<file path="config.mk">
export PLATFORM = sky130hd
export DESIGN_NAME = clk_freq_mon
export DESIGN_NICKNAME = d
export VERILOG_FILES = /design/src/rtl/clk_freq_mon.sv
export SDC_FILE = /design/constraint.sdc
export NUM_CORES = 1
export LEC_CHECK = 0
export CAP_MARGIN = 15
export CORE_MARGIN = 2
export CORE_UTILIZATION = 33
export CTS_CLUSTER_SIZE = 40
export DETAILED_ROUTE_END_ITERATION = 16
export PLACE_DENSITY_LB_ADDON = 0.12
export SYNTH_ARGS = -nofsm -noshare
export SYNTH_HDL_FRONTEND = slang
export SYNTH_SLANG_ARGS = --single-unit
</file>
<file path="constraint.sdc">
create_clock -name clk -period 2.1 [get_ports clk]
set_clock_uncertainty 0.1 [all_clocks]
set_input_delay 0.21 -clock clk [delete_from_list [all_inputs] [get_ports clk]]
set_output_delay 0.21 -clock clk [all_outputs]
set_load 0.03 [all_outputs]
</file>
<file path="src/rtl/clk_freq_mon.sv">
`timescale 1ns/1ps
// clk_freq_mon: counts rising edges of an asynchronous monitored clock over a
// fixed window of reference clk cycles. It can run single or back-to-back
// windows, and it flags a stalled monitored clock.
//
// Ports:
//   clk      reference clock; every flop in the block runs on it
//   rstn     asynchronous active-low reset
//   mon_clk  monitored clock, sampled as asynchronous data
//   start    level-sampled request to begin a window (ignored while busy)
//   cont     repeat windows back-to-back while high
//   abort    end the current window; no result is produced
//   busy     a window is in progress
//   cnt_out  mon_clk rising edges counted in the last completed window
//   cnt_vld  one-cycle pulse when cnt_out/ovf update
//   ovf      the last completed window saturated the edge counter
//   stopped  no mon_clk rising edge for at least TIMEOUT clk cycles
module clk_freq_mon #(
  parameter int unsigned WIN_CYC = 1000,
  parameter int unsigned CNT_W   = 16,
  parameter int unsigned TIMEOUT = 64
) (
  input  logic             clk,
  input  logic             rstn,
  input  logic             mon_clk,
  input  logic             start,
  input  logic             cont,
  input  logic             abort,
  output logic             busy,
  output logic [CNT_W-1:0] cnt_out,
  output logic             cnt_vld,
  output logic             ovf,
  output logic             stopped
);

  localparam int unsigned WIN_W = $clog2(WIN_CYC);
  localparam int unsigned IDL_W = $clog2(TIMEOUT + 1);
  localparam logic [WIN_W-1:0] WIN_LAST = WIN_W'(WIN_CYC - 1);
  localparam logic [IDL_W-1:0] IDL_MAX  = IDL_W'(TIMEOUT);
  localparam logic [CNT_W-1:0] EDGE_MAX = '1;

  typedef enum logic {
    IDLE = 1'b0,
    MEAS = 1'b1
  } state_t;

  state_t             state;
  state_t             state_nxt;
  logic               mon_sync1;
  logic               mon_sync2;
  logic               mon_hist;
  logic               rise_c;
  logic [WIN_W-1:0]   win_cnt;
  logic [CNT_W-1:0]   edge_cnt;
  logic [CNT_W-1:0]   edge_nxt;
  logic               ovf_w;
  logic               ovf_nxt;
  logic               win_end;
  logic [IDL_W-1:0]   idle_cnt;
  logic [IDL_W-1:0]   idle_nxt;

  // Two-flop synchronizer plus history flop; one rise per mon_clk rising edge
  always_ff @(posedge clk or negedge rstn) begin
    if (!rstn) begin
      mon_sync1 <= 1'b0;
      mon_sync2 <= 1'b0;
      mon_hist  <= 1'b0;
    end else begin
      mon_sync1 <= mon_clk;
      mon_sync2 <= mon_sync1;
      mon_hist  <= mon_sync2;
    end
  end

  assign rise_c = mon_sync2 & ~mon_hist;

  // Next-state and saturating next-count logic
  always_comb begin
    state_nxt = state;
    win_end   = (state == MEAS) && (win_cnt == WIN_LAST);
    edge_nxt  = edge_cnt;
    ovf_nxt   = ovf_w;
    if (rise_c) begin
      if (edge_cnt == EDGE_MAX) begin
        ovf_nxt = 1'b1;
      end else begin
        edge_nxt = edge_cnt + CNT_W'(1);
      end
    end
    case (state)
      IDLE: begin
        if (start && !abort) begin
          state_nxt = MEAS;
        end
      end
      MEAS: begin
        if (abort) begin
          state_nxt = IDLE;
        end else if (win_end && !cont) begin
          state_nxt = IDLE;
        end
      end
      default: state_nxt = IDLE;
    endcase
  end

  // State register; busy mirrors the registered state
  always_ff @(posedge clk or negedge rstn) begin
    if (!rstn) begin
      state <= IDLE;
      busy  <= 1'b0;
    end else begin
      state <= state_nxt;
      busy  <= (state_nxt == MEAS);
    end
  end

  // Window counters and result registers; abort drops the window silently
  always_ff @(posedge clk or negedge rstn) begin
    if (!rstn) begin
      win_cnt  <= '0;
      edge_cnt <= '0;
      ovf_w    <= 1'b0;
      cnt_out  <= '0;
      ovf      <= 1'b0;
      cnt_vld  <= 1'b0;
    end else begin
      cnt_vld <= 1'b0;
      if ((state == MEAS) && !abort) begin
        if (win_end) begin
          // Final count includes the rise seen in the last window cycle
          cnt_out  <= edge_nxt;
          ovf      <= ovf_nxt;
          cnt_vld  <= 1'b1;
          win_cnt  <= '0;
          edge_cnt <= '0;
          ovf_w    <= 1'b0;
        end else begin
          win_cnt  <= win_cnt + WIN_W'(1);
          edge_cnt <= edge_nxt;
          ovf_w    <= ovf_nxt;
        end
      end else begin
        win_cnt  <= '0;
        edge_cnt <= '0;
        ovf_w    <= 1'b0;
      end
    end
  end

  // Stall detector runs in every state and saturates at TIMEOUT
  always_comb begin
    idle_nxt = idle_cnt;
    if (rise_c) begin
      idle_nxt = '0;
    end else if (idle_cnt != IDL_MAX) begin
      idle_nxt = idle_cnt + IDL_W'(1);
    end
  end

  always_ff @(posedge clk or negedge rstn) begin
    if (!rstn) begin
      idle_cnt <= '0;
      stopped  <= 1'b0;
    end else begin
      idle_cnt <= idle_nxt;
      stopped  <= (idle_nxt == IDL_MAX);
    end
  end

endmodule
</file>
Yosys cells after proc, flatten, opt, wreduce, memory -nomap -nowiden --
Cells that the tools add are included.
Word-level totals: flip-flop bits (word level) 57, input port bits 6, output and inout port bits 20, word-level logic and storage cells 47
Operators by class: add/sub/neg operators 3, eq/ne operators 4, mux-type cells 18, bitwise operators 3, reduce and logical (&&, ||, !) cells 7
Operator list (number):
- 2-to-1 mux 16 bit | 4
- 2-to-1 mux 10 bit | 2
- adder 16 x 1 -> 16 bit (second input constant) | 1
- == test 16 bit (second input constant) | 1
- 2-to-1 mux 7 bit | 2
- adder 10 x 1 -> 10 bit (second input constant) | 1
- == test 10 bit (second input constant) | 1
- 2-to-1 mux 1 bit | 9
- adder 7 x 1 -> 7 bit (second input constant) | 1
- == test 7 bit (second input constant) | 1
- != test 7 bit (second input constant) | 1
- logical AND 1 bit | 4
- logical NOT 1 bit | 2
- inverter 1 bit | 2
- one-hot mux 1 bit (2 select lines) | 1
- AND reduction 2 bit | 1
- bitwise AND 1 bit | 1

Depth between registers and ports, before layout --
Gate-level depths: netlist of run 1.
depth in word-level cells 6, depth in mapped cells 7, mapped depth without buffers 6

Worst setup path after synthesis of run 1 --
OpenSTA, ideal clock, no wires.
path kind flip-flop to flip-flop, start register state, end register cnt_out[10], library setup time 0.127 ns, data arrival time 1.859 ns, required time 1.873 ns, path slack 0.014 ns, cell stages (with the launch flop) 6, buffers on the path 1, period minus slack after synthesis 2.086 ns, cell sequence dfrtp_1 or4b_1 or3_4 clkinv_2 buf_6 mux2_1
On the way: word-level cells in the longest chain between the ends 2, elaborated cells between the ends (all ways) 3, classes of those cells reduce/logical (3)
Ends and longest elaborated chain:
- start: declaration | line 47 | state_t state;
- start signal: assignment | line 113 | state <= state_nxt;
- logical AND 1 bit (on tied branches) | line 80, 129
- AND reduction 2 bit (no line) (*)
- end signal: assignment | line 132 | cnt_out <= edge_nxt;
- end: declaration | line 30 | output logic [CNT_W-1:0] cnt_out,
Every way passes the cells marked *; elsewhere a longest branch is shown, timed or not. A chain may end at the register's enable or synchronous reset.

Final worst setup path of run 1 --
start register edge_cnt[0], end register cnt_out[9]
On the way: word-level cells in the longest chain between the ends 3, elaborated cells between the ends (all ways) 4, classes of those cells add/sub (1); eq/ne (1); mux (2)
Ends and longest elaborated chain:
- start: declaration | line 54 | logic [CNT_W-1:0] edge_cnt;
- start signal: assignment | line 140 | edge_cnt <= edge_nxt;
- adder 16 x 1 -> 16 bit / == test 16 bit (equally long branches) | line 87, 84
- 2-to-1 mux 16 bit (*) | line 84 | if (edge_cnt == EDGE_MAX) begin
- 2-to-1 mux 16 bit (*) | line 83 | if (rise_c) begin
Marked as above.

==> results of run 1 <==
==> metal layers <==
layer  vias up  GRT usage, %  wire length [um]
li1       1033             -                 -
met1       979          20.0              2850
met2        32          22.0              2640
met3         7          5.27               193
met4         0          4.35                67
met5         -             0                 0
==> cell families (layout without fill, tap and decap cells) <==
family	count (synthesis)	count (layout)	synth area share (%)
AND/OR/NAND/NOR	113	113	23.6
flip-flops	57	57	52.4
AO/OA/AOI/OAI	52	52	12.0
buffers and inverters	15	64	3.40
XOR/XNOR	14	14	4.50
multiplexers	6	6	2.30
adder cells (fa/ha/maj)	4	4	1.84
==> registers in the layout, summed over array words and instances (netlist names), 7 cells and up <==
signal and cells:
win_cnt 10, idle_cnt 7, cnt_out 16, edge_cnt 16
==> power breakdown <==
part	internal (W)	switching [W]
Sequential	0.00113	0.0000519
Clock	0.000487	0.000431
Combinational	0.000101	0.000120
Total	0.00172	0.000603
==> layout make-up <==
class | count | area (um^2)
clock inverters | 3 | 15.0
fillers | 848 | 4740
well taps | 105 | 131
repair buffers | 42 | 388
multi-input cells | 189 | 1210
clock buffers | 13 | 159
inverters | 6 | 23.8
flip-flops and latches | 57 | 1430
==> cell usage in the layout (no fill, tap or decap), types with 2 or more instances in the layout <==
cell / n
sky130_fd_sc_hd__nor2b_1: 3
sky130_fd_sc_hd__buf_4: 15
sky130_fd_sc_hd__xor2_1: 5
sky130_fd_sc_hd__mux2_1: 2
sky130_fd_sc_hd__nor4_1: 3
sky130_fd_sc_hd__or3_1: 5
sky130_fd_sc_hd__or4_1: 3
sky130_fd_sc_hd__nor3_1: 7
sky130_fd_sc_hd__nand4_1: 5
sky130_fd_sc_hd__ha_1: 4
sky130_fd_sc_hd__nor2_1: 34
sky130_fd_sc_hd__nand2_1: 16
sky130_fd_sc_hd__a31oi_1: 8
sky130_fd_sc_hd__clkinv_2: 4
sky130_fd_sc_hd__nand3_1: 14
sky130_fd_sc_hd__o31ai_1: 4
sky130_fd_sc_hd__dfrtp_1: 57
sky130_fd_sc_hd__and3_1: 4
sky130_fd_sc_hd__xnor2_1: 9
sky130_fd_sc_hd__clkbuf_8: 11
sky130_fd_sc_hd__or3_4: 2
sky130_fd_sc_hd__a21oi_1: 17
sky130_fd_sc_hd__nand2b_1: 2
sky130_fd_sc_hd__mux2i_1: 4
sky130_fd_sc_hd__clkbuf_1: 2
sky130_fd_sc_hd__o21ai_0: 12
sky130_fd_sc_hd__a31o_2: 2
sky130_fd_sc_hd__inv_1: 5
sky130_fd_sc_hd__nand3_2: 2
sky130_fd_sc_hd__clkdlybuf4s50_1: 24
==> path summary, 6_finish.rpt <==
kind | startpoint | to | slack [ns] | depth (start not counted)
setup / recovery | edge_cnt[0] | cnt_out[9] | 0.17 | 6
hold / removal | mon_clk | mon_sync1 | 0.22 | 1
setup reg to reg | edge_cnt[0] | cnt_out[9] | 0.17 | 6
hold reg to reg | mon_sync1 | mon_sync2 | 0.25 | 0
max in group asynchronous | rstn | win_cnt[2] | 0.98 | 3
min in group asynchronous | rstn | cnt_vld | 0.27 | 2
==> timing repair <==
| item | CTS | global route |
|---|---|---|
| endpoints found under the hold margin | 19 | 0 |
| hold buffers | 1 | 0 |
| resized for setup | 0 | 1 |
| setup endpoints to repair | 0 | 4 |
==> stage by stage <==
step / total power [W] / setup WS, ns
finish: 0.00232 / 0.173
global route: 0.00245 / 0.0570
CTS: 0.00237 / 0.0969
detailed placement: 0.00143 / -0.0736
global placement: 0.00143 / -0.0445
floorplan: 0.00135 / 0.0135
==> metrics.txt, run 1 <==
# TYPE chip_impl_metric gauge
chip_impl_info{name="status",value="complete, no violations"} 1
chip_impl_info{name="path_cells",value="ha_1, nand3_2, nor4_1, buf_4, or4_1, a31oi_1"} 1
chip_impl_metric{name="grt_first_pass_wirelength",unit="um"} 10100
chip_impl_metric{name="worst-path-max-fanout",unit=""} 11
chip_impl_metric{name="design_area",unit="um^2"} 3350
chip_impl_metric{name="total_leakage_power",unit="nW"} 1.44
chip_impl_info{name="biggest_area_contributors_in_the_synthesized_netlist",value="sky130_fd_sc_hd__dfrtp_1 52%, sky130_fd_sc_hd__nor2_1 4.7%, sky130_fd_sc_hd__a21oi_1 3.1%"} 1
chip_impl_metric{name="ys_seq_area_share",unit="%"} 52.4
chip_impl_info{name="hp-class",value="primary input to flip-flop"} 1
chip_impl_metric{name="layout.nets",unit=""} 315
chip_impl_metric{name="clock_tree.buffer_depth",unit=""} 2
chip_impl_metric{name="die_area",unit="um^2"} 9000
chip_impl_metric{name="buffering_stage_count_on_the_worst_path_with_inverters_included",unit=""} 1
chip_impl_metric{name="postSynthAreaPerCell",unit="um^2"} 10.4
chip_impl_metric{name="synth_nets",unit=""} 271
chip_impl_metric{name="grt_start_max_net_pins",unit=""} 22
chip_impl_metric{name="wl",unit="um"} 5750
chip_impl_metric{name="worst_path_clk_slew",unit="ns"} 0.06
chip_impl_metric{name="ctsHtreeMaxLevel",unit=""} 3
chip_impl_metric{name="final.min_clock_period",unit="ns"} 1.93
chip_impl_metric{name="clkLatencyLatePin",unit="ns"} 0.33
chip_impl_metric{name="dr.first_iter.drc_count",unit=""} 100
chip_impl_metric{name="power.ir.vdd_worst",unit="mV"} 0.382
chip_impl_metric{name="detail_routed_via_count_per_cell",unit=""} 4.94
chip_impl_info{name="critical_path.slowest_cell",value="sky130_fd_sc_hd__or4_1"} 1
chip_impl_metric{name="hpwl",unit="um"} 4170
chip_impl_metric{name="post-route-period-util",unit="%"} 91.8
chip_impl_metric{name="critical_path_arrival",unit="ns"} 2.09
chip_impl_metric{name="cts_setup_buffers",unit=""} 0
chip_impl_metric{name="hold_ws",unit="ns"} 0.224
chip_impl_metric{name="post-synth-top-area-fraction",unit="%"} 52.4
chip_impl_metric{name="powerDensity",unit="nW/um^2"} 693
chip_impl_info{name="clock_root_cell",value="sky130_fd_sc_hd__clkbuf_8"} 1
chip_impl_metric{name="worst_pin_slew",unit="ns"} 0.498
chip_impl_metric{name="overflow",unit=""} 0
chip_impl_metric{name="async_flop_share",unit="%"} 100
chip_impl_info{name="post-synth-top-count-cell",value="sky130_fd_sc_hd__dfrtp_1"} 1
chip_impl_metric{name="number_of_vias_in_the_routed_layout",unit=""} 2051
chip_impl_metric{name="drive_gt1_share",unit="%"} 15.8
chip_impl_metric{name="synthesis.instances",unit=""} 261
chip_impl_metric{name="final_ant_viol_nets",unit=""} 0
chip_impl_metric{name="drc_errors",unit=""} 0
chip_impl_metric{name="wl_per_cell",unit="um"} 13.9
chip_impl_metric{name="detailed_place.area",unit="um^2"} 3160
chip_impl_info{name="rsz0062_at_grt",value="no"} 1
chip_impl_metric{name="max_cap_viol_count",unit=""} 0
chip_impl_info{name="end_kind",value="flip-flop"} 1
chip_impl_metric{name="synth.yosys.warnings",unit=""} 0
chip_impl_info{name="leading_post_synthesis_cells_by_instance_count",value="57 x sky130_fd_sc_hd__dfrtp_1, 34 x sky130_fd_sc_hd__nor2_1, 17 x sky130_fd_sc_hd__a21oi_1"} 1
chip_impl_metric{name="final_hold_viol_count",unit=""} 0
chip_impl_info{name="ys_flop_type",value="sky130_fd_sc_hd__dfrtp_1"} 1
chip_impl_metric{name="floorplan.initialDensity",unit="%"} 33.7
chip_impl_metric{name="first_pass_iters",unit=""} 4
chip_impl_metric{name="layout.cells.non_filler",unit=""} 415
chip_impl_metric{name="port_buffers",unit=""} 25
chip_impl_info{name="category_of_cells_accounting_for_the_largest_share_of_critical_path_delay",value="simple AND/OR/NAND/NOR gates"} 1
chip_impl_metric{name="fp-row-count",unit=""} 33
chip_impl_metric{name="slew_viol_final",unit=""} 0
chip_impl_metric{name="worst_path_required",unit="ns"} 2.26
chip_impl_metric{name="synth_edf_count",unit=""} 0
chip_impl_info{name="yosys.area.top_type",value="sky130_fd_sc_hd__dfrtp_1"} 1
chip_impl_metric{name="cts_num_sinks",unit=""} 57
chip_impl_info{name="critPathKind",value="flip-flop to flip-flop"} 1
chip_impl_metric{name="timing.fmax",unit="MHz"} 519
chip_impl_metric{name="setup-tns-final",unit="ns"} 0
chip_impl_metric{name="fp.dieH",unit="um"} 94.9
chip_impl_metric{name="timing.max_slew.rel_slack",unit="%"} 66.3
chip_impl_metric{name="place.gp.congestion",unit=""} 0.747
chip_impl_metric{name="cts_made_buffers",unit=""} 9
chip_impl_metric{name="design.core.area",unit="um^2"} 8090
chip_impl_metric{name="utilization",unit="%"} 41.4
chip_impl_metric{name="synth_cell_types",unit=""} 53
chip_impl_metric{name="synth_area",unit="um^2"} 2720
chip_impl_metric{name="diodes",unit=""} 0
chip_impl_metric{name="setup_violations",unit=""} 0
chip_impl_metric{name="pin_count",unit=""} 26
chip_impl_info{name="tritoncts_clock_tree",value="built"} 1
chip_impl_metric{name="via_count_of_the_first_global_routing_pass",unit=""} 2002
chip_impl_metric{name="initial_antenna_violation_count",unit=""} 0
chip_impl_metric{name="overall_routing_resource_usage",unit="%"} 14.7
chip_impl_metric{name="flow.area_growth_from_synthesis",unit="%"} 23.1
chip_impl_metric{name="dp_cells",unit=""} 398
chip_impl_info{name="worstSetupStartpointType",value="flip-flop"} 1
chip_impl_metric{name="die_w",unit="um"} 94.9
chip_impl_metric{name="ys_ff_latch",unit=""} 57
chip_impl_metric{name="critical_path.max_stage_delay",unit="ns"} 0.50
No activity file was read; power rests on OpenSTA's default activity.
==> inputs of run 2 (changes only) <==
Settings changed: CORE_UTILIZATION 33 to 51.
==> run 2 against run 1 <==
Cell area shrank 1.8%. Non-clock buffer count shrank 3. Total power shrank 1.2%. Global-route usage grew 6.2 points. Count of clock-buffer cells in the layout grew 1. Sequential power is essentially flat. Critical path type unchanged. Critical endpoint is now cnt_out[3]. Largest power group unchanged.
==> metrics.txt, run 2 (same netlist as run 1, synthesis figures left out) <==
# TYPE chip_impl_metric gauge
chip_impl_metric{name="floorplan.initialDensity",unit="%"} 53.0
chip_impl_metric{name="power.ir.vdd_worst",unit="mV"} 0.427
chip_impl_metric{name="place.gp.congestion",unit=""} 0.839
chip_impl_info{name="top_layer_used",value="met4"} 1
chip_impl_metric{name="cts_num_sinks",unit=""} 57
chip_impl_metric{name="clkLatencyLatePin",unit="ns"} 0.33
chip_impl_info{name="rsz0062_at_grt",value="no"} 1
chip_impl_info{name="crit_end",value="cnt_out[3]"} 1
chip_impl_metric{name="design.core.area",unit="um^2"} 5140
chip_impl_metric{name="final.min_clock_period",unit="ns"} 1.96
chip_impl_metric{name="number_of_vias_in_the_routed_layout",unit=""} 2072
chip_impl_info{name="mostFrequentLayoutCell",value="sky130_fd_sc_hd__dfrtp_1"} 1
chip_impl_metric{name="pin_count",unit=""} 26
chip_impl_metric{name="timing.max_slew.rel_slack",unit="%"} 60.5
chip_impl_info{name="clock_root_cell",value="sky130_fd_sc_hd__clkbuf_8"} 1
chip_impl_metric{name="die_w",unit="um"} 77.1
chip_impl_metric{name="ff2ff_setup_slack",unit="ns"} 0.14
chip_impl_info{name="hp-class",value="primary input to flip-flop"} 1
chip_impl_metric{name="cts_made_buffers",unit=""} 9
chip_impl_metric{name="fillCellCount",unit=""} 446
chip_impl_metric{name="powerDensity",unit="nW/um^2"} 697
chip_impl_info{name="status",value="complete, no violations"} 1
chip_impl_metric{name="clock_tree.buffer_depth",unit=""} 2
chip_impl_info{name="startpoint",value="win_cnt[4]"} 1
chip_impl_metric{name="layout.cells.non_filler",unit=""} 375
chip_impl_metric{name="worst_pin_slew",unit="ns"} 0.593
chip_impl_metric{name="wl_met3",unit="um"} 171
chip_impl_metric{name="max_cap_viol_count",unit=""} 0
chip_impl_metric{name="total_leakage_power",unit="nW"} 1.42
chip_impl_metric{name="hold_ws",unit="ns"} 0.216
chip_impl_metric{name="die_area",unit="um^2"} 5940
chip_impl_metric{name="ctsHtreeMaxLevel",unit=""} 3
chip_impl_metric{name="worst-path-max-fanout",unit=""} 4
chip_impl_metric{name="detail_routed_via_count_per_cell",unit=""} 5.53
chip_impl_metric{name="grt_first_pass_wirelength",unit="um"} 9620
chip_impl_info{name="worstSetupStartpointType",value="flip-flop"} 1
chip_impl_metric{name="via_count_of_the_first_global_routing_pass",unit=""} 2043
chip_impl_metric{name="met1_length",unit="um"} 2620
chip_impl_metric{name="drive_gt1_share",unit="%"} 14.4
chip_impl_metric{name="drc_errors",unit=""} 0
chip_impl_metric{name="final_ant_viol_nets",unit=""} 0
chip_impl_metric{name="wl_per_cell",unit="um"} 14.9
chip_impl_metric{name="overflow",unit=""} 0
chip_impl_info{name="most_frequent_cells_in_the_layout",value="57 x sky130_fd_sc_hd__dfrtp_1, 34 x sky130_fd_sc_hd__nor2_1, 24 x sky130_fd_sc_hd__clkdlybuf4s50_1"} 1
chip_impl_metric{name="slew_viol_final",unit=""} 0
chip_impl_metric{name="whs_path_depth",unit=""} 1
chip_impl_metric{name="metal2_wl",unit="um"} 2670
chip_impl_info{name="reg2reg_to",value="cnt_out[3]"} 1
chip_impl_metric{name="post-route-period-util",unit="%"} 93.5
chip_impl_info{name="critPathKind",value="flip-flop to flip-flop"} 1
chip_impl_metric{name="port_buffers",unit=""} 25
chip_impl_metric{name="timing.fmax",unit="MHz"} 509
chip_impl_metric{name="dr.first_iter.drc_count",unit=""} 121
chip_impl_metric{name="dp_cells",unit=""} 360
chip_impl_metric{name="setup_violations",unit=""} 0
chip_impl_metric{name="final_hold_viol_count",unit=""} 0
chip_impl_metric{name="worst_path_required",unit="ns"} 2.21
chip_impl_metric{name="grt_start_max_net_pins",unit=""} 34
chip_impl_metric{name="hpwl",unit="um"} 3900
chip_impl_metric{name="first_pass_iters",unit=""} 4
chip_impl_metric{name="wl",unit="um"} 5580
chip_impl_metric{name="r2r_cell_count",unit=""} 4
chip_impl_metric{name="layout.nets",unit=""} 312
chip_impl_metric{name="flow.area_growth_from_synthesis",unit="%"} 20.9
chip_impl_info{name="worst_r2r_startpoint",value="win_cnt[4]"} 1
chip_impl_metric{name="diodes",unit=""} 0
chip_impl_info{name="tritoncts_clock_tree",value="built"} 1
chip_impl_metric{name="overall_routing_resource_usage",unit="%"} 21.0
chip_impl_metric{name="fp.dieH",unit="um"} 77.1
chip_impl_info{name="top_regs",value="cnt_out (16), edge_cnt (16), win_cnt (10)"} 1
chip_impl_metric{name="initial_antenna_violation_count",unit=""} 0
chip_impl_metric{name="worst_path_clk_slew",unit="ns"} 0.06
chip_impl_metric{name="cts_setup_buffers",unit=""} 0
chip_impl_metric{name="critical_path_arrival",unit="ns"} 2.07
chip_impl_metric{name="fp-row-count",unit=""} 26
chip_impl_info{name="end_kind",value="flip-flop"} 1
==> run 2: how the worst min path moves through the flow <==
stage	start	end	slack (ns)
floorplan	rstn	cnt_out[0]	-0.19
global placement	rstn	cnt_vld	0.14
detailed placement	rstn	cnt_vld	0.16
CTS	mon_clk	mon_sync1	0.20
global route	mon_clk	mon_sync1	0.20
finish	mon_clk	mon_sync1	0.22
==> run 2: layout make-up <==
cell class	count	area, um^2	share of cell area [%]
tap	70	87.6	2.66
multi-input combinational	189	1220	36.9
sequential	57	1430	43.3
timing repair buffer	39	378	11.5
clock buffer	14	163	4.94
inverter	6	23.8	0.722
==> run 2: worst max-delay path, stage by stage, from the launching register on <==
cell                       delay [ns]
sky130_fd_sc_hd__dfrtp_1         0.38
sky130_fd_sc_hd__or4b_1          0.53
sky130_fd_sc_hd__or3_4           0.41
sky130_fd_sc_hd__clkinv_2        0.11
sky130_fd_sc_hd__mux2_1          0.33
==> run 2: metrics by stage <==
| step | util [%] | cell area (um^2) | setup TNS [ns] | worst slack, ns | power, W |
|---|---|---|---|---|---|
| CTS | 63.9 | 3280 | 0 | 0.109 | 0.00232 |
| floorplan | - | 2720 | 0 | 0.0135 | 0.00135 |
| finish | 64.1 | 3290 | 0 | 0.136 | 0.00230 |
| global route | 64.1 | 3290 | 0 | 0.0524 | 0.00240 |
| detailed placement | 60.5 | 3110 | -0.649 | -0.0917 | 0.00143 |
| global placement | 60.5 | 3110 | -0.118 | -0.0389 | 0.00142 |
==> run 2: what timing repair did <==
item                                    4_1_cts  5_1_grt
hold buffers                                  1        0
hold endpoints to repair                     24        0
endpoints found under the setup margin        0       12
resized for setup                             0        2
==> run 2: layer usage <==
metal / track usage, % / vias to the layer above
li1: - / 1033
met1: 26.8 / 990
met2: 33.0 / 38
met3: 5.06 / 11
met4: 11.3 / 0
met5: 0 / -
==> run 2: power breakdown <==
group	internal, W	switching [W]	leakage, nW
Combinational	0.000102	0.000126	0.551
Sequential	0.00113	0.0000512	0.782
Clock	0.000481	0.000401	0.0826
==> inputs of run 3 (changes only) <==
Settings changed: PLACE_DENSITY set to 0.82, PLACE_DENSITY_LB_ADDON 0.12 to not set.
==> run 3 against run 2 <==
Count of clock-buffer cells in the layout fell by 1. Global-route usage fell by 0.35 points. Critical path depth rose by 1. Non-clock buffer count did not move. Cell area rose by 1.1%. Combinational power barely moved. Via count rose by 5.1%. Sequential power barely moved. Critical path type unchanged. Largest cell class unchanged.
==> metrics.txt, run 3 (same netlist as run 1, synthesis figures left out) <==
# TYPE chip_impl_metric gauge
chip_impl_metric{name="total_switching_power",unit="W"} 0.000591
chip_impl_info{name="critical_path.slowest_cell",value="sky130_fd_sc_hd__or4_1"} 1
chip_impl_metric{name="port_buffers",unit=""} 25
chip_impl_info{name="rsz0062_at_grt",value="no"} 1
chip_impl_metric{name="overall_routing_resource_usage",unit="%"} 20.6
chip_impl_metric{name="multi_input_comb_area",unit="um^2"} 1210
chip_impl_metric{name="via_count_of_the_first_global_routing_pass",unit=""} 2158
chip_impl_metric{name="dp_cells",unit=""} 360
chip_impl_metric{name="clock_tree.buffer_depth",unit=""} 2
chip_impl_metric{name="flow.area_growth_from_synthesis",unit="%"} 22.3
chip_impl_info{name="category_of_cells_accounting_for_the_largest_share_of_critical_path_delay",value="simple AND/OR/NAND/NOR gates"} 1
chip_impl_info{name="path_cells",value="ha_1, nand3_1, or4_1, a21oi_2, nor2b_1"} 1
chip_impl_metric{name="worst_path_required",unit="ns"} 2.26
chip_impl_info{name="hp-class",value="primary input to flip-flop"} 1
chip_impl_metric{name="diodes",unit=""} 0
chip_impl_metric{name="grt_start_max_net_pins",unit=""} 37
chip_impl_metric{name="final.min_clock_period",unit="ns"} 1.99
chip_impl_info{name="end_kind",value="flip-flop"} 1
chip_impl_metric{name="worst-path-max-fanout",unit=""} 4
chip_impl_metric{name="clkLatencyLatePin",unit="ns"} 0.33
chip_impl_metric{name="design.core.area",unit="um^2"} 5140
chip_impl_metric{name="place.gp.congestion",unit=""} 0.820
chip_impl_metric{name="pin_count",unit=""} 26
chip_impl_metric{name="cts_setup_buffers",unit=""} 0
chip_impl_metric{name="powerDensity",unit="nW/um^2"} 749
chip_impl_metric{name="timing.max_slew.rel_slack",unit="%"} 65.3
chip_impl_metric{name="buffering_stage_count_on_the_worst_path_with_inverters_included",unit=""} 0
chip_impl_metric{name="number_of_vias_in_the_routed_layout",unit=""} 2177
chip_impl_info{name="clock_root_cell",value="sky130_fd_sc_hd__clkbuf_8"} 1
chip_impl_metric{name="first_pass_iters",unit=""} 4
chip_impl_metric{name="critical_path.max_stage_delay",unit="ns"} 0.59
chip_impl_metric{name="layout.nets",unit=""} 312
chip_impl_metric{name="share_comb_of_total_power",unit="%"} 9.1
chip_impl_metric{name="cts_made_buffers",unit=""} 9
chip_impl_metric{name="finalPower",unit="W"} 0.00250
chip_impl_metric{name="overflow",unit=""} 0
chip_impl_metric{name="grt_first_pass_wirelength",unit="um"} 9590
chip_impl_metric{name="fp.dieH",unit="um"} 77.1
chip_impl_metric{name="layout.cells.non_filler",unit=""} 376
chip_impl_metric{name="worst_pin_slew",unit="ns"} 0.520
chip_impl_metric{name="worst_path_clk_slew",unit="ns"} 0.06
chip_impl_metric{name="power.share.switching",unit="%"} 23.7
chip_impl_metric{name="post-route-period-util",unit="%"} 94.8
chip_impl_info{name="mostFrequentLayoutCell",value="sky130_fd_sc_hd__dfrtp_1"} 1
chip_impl_metric{name="critical_path_arrival",unit="ns"} 2.15
chip_impl_metric{name="wl",unit="um"} 5630
chip_impl_info{name="tritoncts_clock_tree",value="built"} 1
chip_impl_metric{name="ff_latch_area",unit="um^2"} 1430
chip_impl_metric{name="total_leakage_power",unit="nW"} 1.44
chip_impl_metric{name="final_hold_viol_count",unit=""} 0
chip_impl_metric{name="die_area",unit="um^2"} 5940
chip_impl_metric{name="hpwl",unit="um"} 4020
chip_impl_metric{name="die_w",unit="um"} 77.1
chip_impl_metric{name="fp-row-count",unit=""} 26
chip_impl_metric{name="final_ant_viol_nets",unit=""} 0
chip_impl_metric{name="dr.first_iter.drc_count",unit=""} 145
chip_impl_metric{name="wl_per_cell",unit="um"} 15.0
chip_impl_metric{name="initial_antenna_violation_count",unit=""} 0
chip_impl_metric{name="detail_routed_via_count_per_cell",unit=""} 5.79
chip_impl_metric{name="drc_errors",unit=""} 0
chip_impl_metric{name="power.ir.vdd_worst",unit="mV"} 0.423
chip_impl_metric{name="max_cap_viol_count",unit=""} 0
chip_impl_metric{name="drive_gt1_share",unit="%"} 15.7
chip_impl_info{name="top_regs",value="cnt_out (16), edge_cnt (16), win_cnt (10)"} 1
chip_impl_metric{name="clkPwrFrac",unit="%"} 43.4
chip_impl_metric{name="setup_violations",unit=""} 0
chip_impl_metric{name="cellInternalPower",unit="W"} 0.00191
chip_impl_metric{name="ctsHtreeMaxLevel",unit=""} 3
chip_impl_info{name="critPathKind",value="flip-flop to flip-flop"} 1
chip_impl_info{name="most_frequent_cells_in_the_layout",value="57 x sky130_fd_sc_hd__dfrtp_1, 34 x sky130_fd_sc_hd__nor2_1, 24 x sky130_fd_sc_hd__clkdlybuf4s50_1"} 1
chip_impl_metric{name="timing.fmax",unit="MHz"} 502
chip_impl_info{name="worstSetupStartpointType",value="flip-flop"} 1
chip_impl_metric{name="fillCellCount",unit=""} 445
chip_impl_metric{name="floorplan.initialDensity",unit="%"} 53.0
chip_impl_metric{name="slew_viol_final",unit=""} 0
chip_impl_info{name="status",value="complete, no violations"} 1
chip_impl_metric{name="power.sequential.fraction",unit="%"} 47.5
chip_impl_metric{name="cts_num_sinks",unit=""} 57
## run 3: layout make-up
class | count | share of cell area [%]
inverter | 6 | 0.713
sequential | 57 | 42.8
tap | 70 | 2.63
timing repair buffer | 39 | 11.0
multi-input combinational | 189 | 36.5
clock inverter | 2 | 1.05
clock buffer | 13 | 5.37
## run 3: final timing paths
path / start / to / slack (ns) / depth (start not counted)
max: edge_cnt[0] / edge_cnt[3] / 0.11 / 5
min: mon_clk / mon_sync1 / 0.22 / 1
max reg2reg: edge_cnt[0] / edge_cnt[3] / 0.11 / 5
min reg2reg: mon_sync1 / mon_sync2 / 0.27 / 0
max in group asynchronous: rstn / idle_cnt[3] / 1.05 / 3
min in group asynchronous: rstn / ovf_w / 0.29 / 2
## run 3: layer usage
layer | global-route usage [%] | vias up | share of wire, %
met5 | 0 | - | 0
met1 | 25.8 | 1079 | 44
met2 | 33.2 | 58 | 49
met4 | 10.4 | 0 | 1.9
li1 | - | 1028 | -
met3 | 5.18 | 12 | 5.4
## run 3: metrics by stage
step	worst slack, ns	util [%]	hold WS, ns	instance area [um^2]	TNS [ns]
after floorplan	0.0135	-	-0.186	2720	0
after global placement	-0.0318	60.3	0.0996	3100	-0.147
after detailed placement	-0.0951	60.3	0.114	3100	-0.965
after CTS	0.0994	64.6	0.205	3320	0
after global routing	0.00502	64.8	0.217	3330	0
final	0.109	64.8	0.216	3330	0
## run 3: timing repair
item | in CTS | in global routing
resized for setup | 0 | 2
hold buffers | 1 | 0
endpoints found under the hold margin | 21 | 0
setup endpoints to repair | 0 | 3
## run 3: power by group through the flow
stage,Combinational [W],Clock (W),Sequential (W)
2_1_floorplan,0.000166,0,0.00119
3_3_place_gp,0.000217,0,0.00120
3_5_place_dp,0.000226,0,0.00120
4_1_cts,0.000231,0.00110,0.00119
5_1_grt,0.000255,0.00115,0.00119
6_report,0.000228,0.00108,0.00119
